File: src/rtl/fetch_pkg.sv
// Shared types and constants for the fetch/decode decoupling buffer.
package fetch_pkg;

    localparam int XLEN = 32;
    localparam logic [31:0] INSTR_NOP = 32'h00000013;

    typedef struct packed {
        logic [XLEN-1:0] pc;
        logic [XLEN-1:0] instr;
    } fetch_entry_t;

    // Sequential PC of an entry; carry out of bit 31 is discarded.
    function automatic logic [XLEN-1:0] pc_plus4(input logic [XLEN-1:0] pc);
        return pc + 32'd4;
    endfunction

endpackage

File: src/rtl/fetch_buffer_mem.sv
// Entry storage for fetch_buffer: synchronous write port, asynchronous read port.
module fetch_buffer_mem
    import fetch_pkg::*;
#(
    parameter int DEPTH = 4,
    parameter int AW    = $clog2(DEPTH)
) (
    input  logic                 clk,
    input  logic                 we_i,
    input  logic [AW-1:0]        waddr_i,
    input  fetch_entry_t         wdata_i,
    input  logic [AW-1:0]        raddr_i,
    output fetch_entry_t         rdata_o
);

    fetch_entry_t mem_q [DEPTH];

    // Storage write; contents are not reset because d_valid gates their use.
    always_ff @(posedge clk) begin
        if (we_i) begin
            mem_q[waddr_i] <= wdata_i;
        end
    end

    assign rdata_o = mem_q[raddr_i];

endmodule

File: src/rtl/fetch_buffer.sv
// Fetch-to-decode FIFO with PC back-pressure and flush shadow.
// Optional same-cycle bypass when empty: define FETCH_BUFFER_BYPASS_EN.
module fetch_buffer
    import fetch_pkg::*;
#(
    parameter int DEPTH        = 4,
    parameter int SKID         = 2,
    parameter int FLUSH_SHADOW = 1
) (
    input  logic        clk,
    input  logic        reset,
    input  logic        f_valid,
    input  logic [31:0] f_pc,
    input  logic [31:0] f_instr,
    input  logic        flush,
    output logic        stall,
    output logic        d_valid,
    input  logic        d_ready,
    output logic [31:0] d_pc,
    output logic [31:0] d_pc_plus4,
    output logic [31:0] d_instr,
    output logic        overflow
);

    localparam int PTR_W = $clog2(DEPTH);
    localparam int CNT_W = $clog2(DEPTH + 1);
    localparam int SH_W  = (FLUSH_SHADOW > 0) ? $clog2(FLUSH_SHADOW + 1) : 1;

    localparam logic [CNT_W-1:0] FULL_LVL  = CNT_W'(DEPTH);
    localparam logic [CNT_W-1:0] STALL_LVL = CNT_W'(DEPTH - SKID);
    localparam logic [SH_W-1:0]  SH_LOAD   = SH_W'(FLUSH_SHADOW);

    logic [PTR_W-1:0] wr_ptr_q, wr_ptr_d;
    logic [PTR_W-1:0] rd_ptr_q, rd_ptr_d;
    logic [CNT_W-1:0] count_q, count_d;
    logic [SH_W-1:0]  shadow_q, shadow_d;
    logic             overflow_q, overflow_d;

    logic         push_req_s;
    logic         empty_s;
    logic         full_s;
    logic         bypass_s;
    logic         pop_s;
    logic         rd_en_s;
    logic         wr_en_s;
    fetch_entry_t wr_entry_s;
    fetch_entry_t rd_entry_s;

    assign push_req_s = f_valid & ~flush & (shadow_q == {SH_W{1'b0}});
    assign empty_s    = (count_q == {CNT_W{1'b0}});
    assign full_s     = (count_q == FULL_LVL);

`ifdef FETCH_BUFFER_BYPASS_EN
    assign bypass_s   = empty_s & push_req_s;
    assign d_valid    = ~empty_s | bypass_s;
    assign d_pc       = bypass_s ? f_pc    : rd_entry_s.pc;
    assign d_instr    = bypass_s ? f_instr : rd_entry_s.instr;
`else
    assign bypass_s   = 1'b0;
    assign d_valid    = ~empty_s;
    assign d_pc       = rd_entry_s.pc;
    assign d_instr    = rd_entry_s.instr;
`endif

    assign d_pc_plus4 = pc_plus4(d_pc);
    assign stall      = (count_q >= STALL_LVL);
    assign overflow   = overflow_q;

    // A bypassed entry taken by decode never touches storage.
    assign pop_s      = d_valid & d_ready & ~flush;
    assign rd_en_s    = pop_s & ~empty_s;
    assign wr_en_s    = push_req_s & (~full_s | pop_s) & ~(bypass_s & d_ready);

    assign wr_entry_s = '{pc: f_pc, instr: f_instr};

    fetch_buffer_mem #(
        .DEPTH (DEPTH)
    ) u_mem (
        .clk     (clk),
        .we_i    (wr_en_s & reset),
        .waddr_i (wr_ptr_q),
        .wdata_i (wr_entry_s),
        .raddr_i (rd_ptr_q),
        .rdata_o (rd_entry_s)
    );

    // Next-state for pointers, occupancy, flush shadow and sticky overflow.
    always_comb begin
        wr_ptr_d   = wr_ptr_q;
        rd_ptr_d   = rd_ptr_q;
        count_d    = count_q;
        shadow_d   = shadow_q;
        overflow_d = overflow_q | (push_req_s & full_s & ~pop_s);
        if (flush) begin
            wr_ptr_d = {PTR_W{1'b0}};
            rd_ptr_d = {PTR_W{1'b0}};
            count_d  = {CNT_W{1'b0}};
            shadow_d = SH_LOAD;
        end else begin
            if (shadow_q != {SH_W{1'b0}}) begin
                shadow_d = shadow_q - SH_W'(1);
            end else begin
                shadow_d = shadow_q;
            end
            if (wr_en_s) begin
                wr_ptr_d = wr_ptr_q + PTR_W'(1);
            end else begin
                wr_ptr_d = wr_ptr_q;
            end
            if (rd_en_s) begin
                rd_ptr_d = rd_ptr_q + PTR_W'(1);
            end else begin
                rd_ptr_d = rd_ptr_q;
            end
            case ({wr_en_s, rd_en_s})
                2'b10:   count_d = count_q + CNT_W'(1);
                2'b01:   count_d = count_q - CNT_W'(1);
                default: count_d = count_q;
            endcase
        end
    end

    // State registers; reset takes priority over flush and handshakes.
    always_ff @(posedge clk) begin
        if (!reset) begin
            wr_ptr_q   <= {PTR_W{1'b0}};
            rd_ptr_q   <= {PTR_W{1'b0}};
            count_q    <= {CNT_W{1'b0}};
            shadow_q   <= {SH_W{1'b0}};
            overflow_q <= 1'b0;
        end else begin
            wr_ptr_q   <= wr_ptr_d;
            rd_ptr_q   <= rd_ptr_d;
            count_q    <= count_d;
            shadow_q   <= shadow_d;
            overflow_q <= overflow_d;
        end
    end

endmodule

File: config.mk
export PLATFORM = sky130hd
export DESIGN_NAME = fetch_buffer
export DESIGN_NICKNAME = d
export VERILOG_FILES = /design/src/rtl/fetch_pkg.sv /design/src/rtl/fetch_buffer_mem.sv /design/src/rtl/fetch_buffer.sv
export SDC_FILE = /design/constraint.sdc
export NUM_CORES = 1
export LEC_CHECK = 0
export ABC_AREA = 1
export CAP_MARGIN = 20
export CORE_AREA = 3 3 145 147
export CTS_CLUSTER_DIAMETER = 200
export DETAILED_ROUTE_END_ITERATION = 7
export DIE_AREA = 0 0 148 150
export PLACE_DENSITY = 0.93
export SLEW_MARGIN = 20
export SYNTH_ARGS = -nofsm -noshare
export SYNTH_HDL_FRONTEND = slang
export SYNTH_SLANG_ARGS = --single-unit
File: constraint.sdc
create_clock -name clk -period 12.9 [get_ports clk]
set_clock_uncertainty 0.05 [all_clocks]
set_input_delay 2.58 -clock clk [delete_from_list [all_inputs] [get_ports clk]]
set_output_delay 2.58 -clock clk [all_outputs]
set_load 0.01 [all_outputs]
==> results.sh <==
export IMPL_maxCapViolCount=0
export IMPL_drc=0
export IMPL_cts_tree="yes"
export IMPL_gp_congestion=0.939
export IMPL_dp_hpwl_mm=17.2
export IMPL_start_util_pct=58.3
export IMPL_synth_warnings=0
export IMPL_fin_tns_setup_ns=0
export IMPL_dieWidth_um=148
export IMPL_timing_final_hold_violations=0
export IMPL_dr_max_layer_used="met5"
export IMPL_synth_avg_cell_area_um2=10.6
export IMPL_required_ns=10.27
export IMPL_hold_buffers=0
export IMPL_rr_startpoint="count_q[1]"
export IMPL_wl_met3_mm=2.63
export IMPL_drive_gt1_share_pct=6.20
export IMPL_hold_start="rd_ptr_q[0]"
export IMPL_area_growth_pct=22.6
export IMPL_hold_path_class="reg2reg"
export IMPL_crit_top_cell="nand2_1"
export IMPL_port_buffers=167
export IMPL_vias_per_cell=5.59
export IMPL_die_h_um=150
export IMPL_core_area_mm2=0.0200
export IMPL_synth_seq_area_share_pct=67.7
export IMPL_wirelength_mm=27.9
export IMPL_clock_tree_root_cell="clkbuf_16"
export IMPL_synth_fp_nets=1179
export IMPL_dr_first_iter_drc_count=791
export IMPL_met2_length_mm=13.7
export IMPL_slew_headroom_pct=32.6
export IMPL_ys_types=26
export IMPL_slowest_stage="buf_4"
export IMPL_cts_htree_levels=1
export IMPL_cp_arrival_ns=4.11
export IMPL_netlist_instances=1103
export IMPL_worstSetupStartpointType="register"
export IMPL_place_ws_ns=6.67
export IMPL_fin_ws_ns=6.16
export IMPL_fmax_mhz=148
export IMPL_grt_antenna_before_repair=2
export IMPL_drv_slew=0
export IMPL_clock_sinks=267
export IMPL_finalPower_mw=1.79
export IMPL_clk_latency_ns=0.50
export IMPL_ios=168
export IMPL_rsz0062_at_grt="no"
export IMPL_dieArea_mm2=0.0222
export IMPL_drt_antenna_violating_nets=0
export IMPL_worst_pin_slew_ns=1.01
export IMPL_status="complete, no violations"
export IMPL_routed_via_count=8640
export IMPL_cts_setup_buffers=0
export IMPL_finalCriticalPeriod_ns=6.74
export IMPL_route_detailed_wl_per_inst_um=18.0
export IMPL_layout_worst_path_cycle_share_pct=52.2
export IMPL_grt_max_degree=99
export IMPL_dpl_cell_area_mm2=0.0135
export IMPL_yosys_area_top_type="edfxtp_1"
export IMPL_critical_path_class="reg2out"
export IMPL_grt_first_pass_wirelength_mm=43.0
export IMPL_track_usage_pct=24.5
export IMPL_final_core_util_pct=71.5
export IMPL_setup_viol=0
export IMPL_num_rows=52
export IMPL_p_per_area_mw_per_mm2=125
export IMPL_netlist_area_mm2=0.0117
export IMPL_clockBufferDepth=3
export IMPL_final_nets=1332
export IMPL_firstDrtPassIters=5
export IMPL_diodes=0
export IMPL_path_cells="buf_4 > o21ai_0 > nand2_1 > ha_1 > nand2_1 > nor2_2 > nand2_1 > nor2_2 > xor2_1 > clkdlybuf4s50_1"
export IMPL_clkTransAtPathRegs_ns=0.06
export IMPL_stdcell_area_mm2=0.0143
export IMPL_worst_ir_drop_vdd_uv=118
export IMPL_yosysTopAreaCellShare_pct=65.8
export IMPL_yosys_register_bits=267
export IMPL_synth_area_leaders="edfxtp_1 (66%), nand2_1 (11%), nor2_1 (4.2%)"
export IMPL_grt_pass1_vias=8381
export IMPL_max_stage_delay_ns=0.80
export IMPL_grt_overflow_total=0
export IMPL_endpoint_kind="output pin"
export IMPL_p_leak_nw=5.39
export IMPL_placedCellCount=1499
export IMPL_wirelength_met1_mm=10.8
export IMPL_holdWs_ns=0.431
export IMPL_stdcell_count=1545
export IMPL_cts_buffers=25
export IMPL_post_cts_resized=0
export IMPL_worst_path_max_fanout=98
## worst paths after layout
| check | cells after the start | slack [ns] | end |
|---|---|---|---|
| hold / removal | 1 | 0.43 | register |
| setup / recovery | 10 | 6.16 | d_pc_plus4[12] |
| hold reg to reg | 1 | 0.43 | register |
| setup reg to reg | 9 | 10.28 | u_mem.mem_q[1][42] |
## power by group
part           leakage (nW)  internal, mW  switching (mW)  total [mW]
combinational          2.58        0.0448          0.0501      0.0950
clock                 0.408         0.435           0.301       0.736
sequential             2.40         0.957         0.00257       0.960
## final cells by class
class | count | area [µm²]
fillers | 1390 | 5720
inverters | 68 | 256
clock buffers | 26 | 629
multi-input cells | 719 | 3250
flip-flops and latches | 267 | 7910
repair buffers | 175 | 1730
clock inverters | 20 | 205
well taps | 270 | 338
## kinds of logic (layout without fill, tap and decap cells)
kind of cell	Yosys count	in the layout	share of synthesized area (%)
fa+ha+maj	7	7	0.814
simple gates	572	572	19.8
buf+inv	117	289	4.74
xor+xnor	15	15	1.13
compound gates	125	125	5.77
flops	267	267	67.7
## cell usage after synthesis (all sizes together)
cell / count
ha: 6
dfxtp: 11
xnor2: 1
buf: 29
nand2: 350
inv: 68
nand3: 68
o22ai: 34
xor2: 14
edfxtp: 256
a21oi: 10
nand4: 8
a31oi: 1
a32oi: 1
o21ai: 79
nor3: 1
fa: 1
clkbuf: 20
or2: 1
nor2: 144
## sequential cells by signal, summed over array words and instances, names as in the netlist, named ones only
name and cells:
count_q 3, overflow 1, rd_ptr_q 2, shadow_q 1, u_mem.mem_q 256, wr_ptr_q 2
## critical path, delay by kind of cell, from the launching register on
| kind | cells | cell delay [ns] |
|---|---|---|
| buffers and inverters | 2 | 1.35 |
| XOR/XNOR | 1 | 0.17 |
| AO/OA/AOI/OAI | 1 | 0.33 |
| flip-flops | 1 | 0.59 |
| AND/OR/NAND/NOR | 5 | 0.82 |
| adder cells (fa/ha/maj) | 1 | 0.32 |
## per-layer routing
layer	GRT usage (%)	vias to the layer above
li1	-	4052
met1	32.4	4044
met2	41.1	481
met3	4.72	59
met4	8.45	4
met5	0	-
## cells in the final DEF (no fill, tap or decap)
master           count
nand2_1            340
edfxtp_1           256
clkdlybuf4s50_1    167
nor2_1             128
o21ai_0             79
nand3_1             68
inv_1               65
o22ai_1             34
clkbuf_16           25
xor2_1              14
nor2_2              11
nand2_2             10
a21oi_1             10
dfxtp_1              9
nand4_1              8
buf_4                8
clkinv_2             7
ha_1                 6
clkinv_1             6
nor2_4               5
bufinv_16            4
inv_2                2
clkinvlp_4           2
or2_2                1
a32oi_1              1
nor3_1               1
xnor2_1              1
a31oi_1              1
fa_1                 1
dfxtp_4              1
dfxtp_2              1
inv_6                1
clkinv_4             1
clkbuf_1             1
Power figures use the tool's default switching activity.
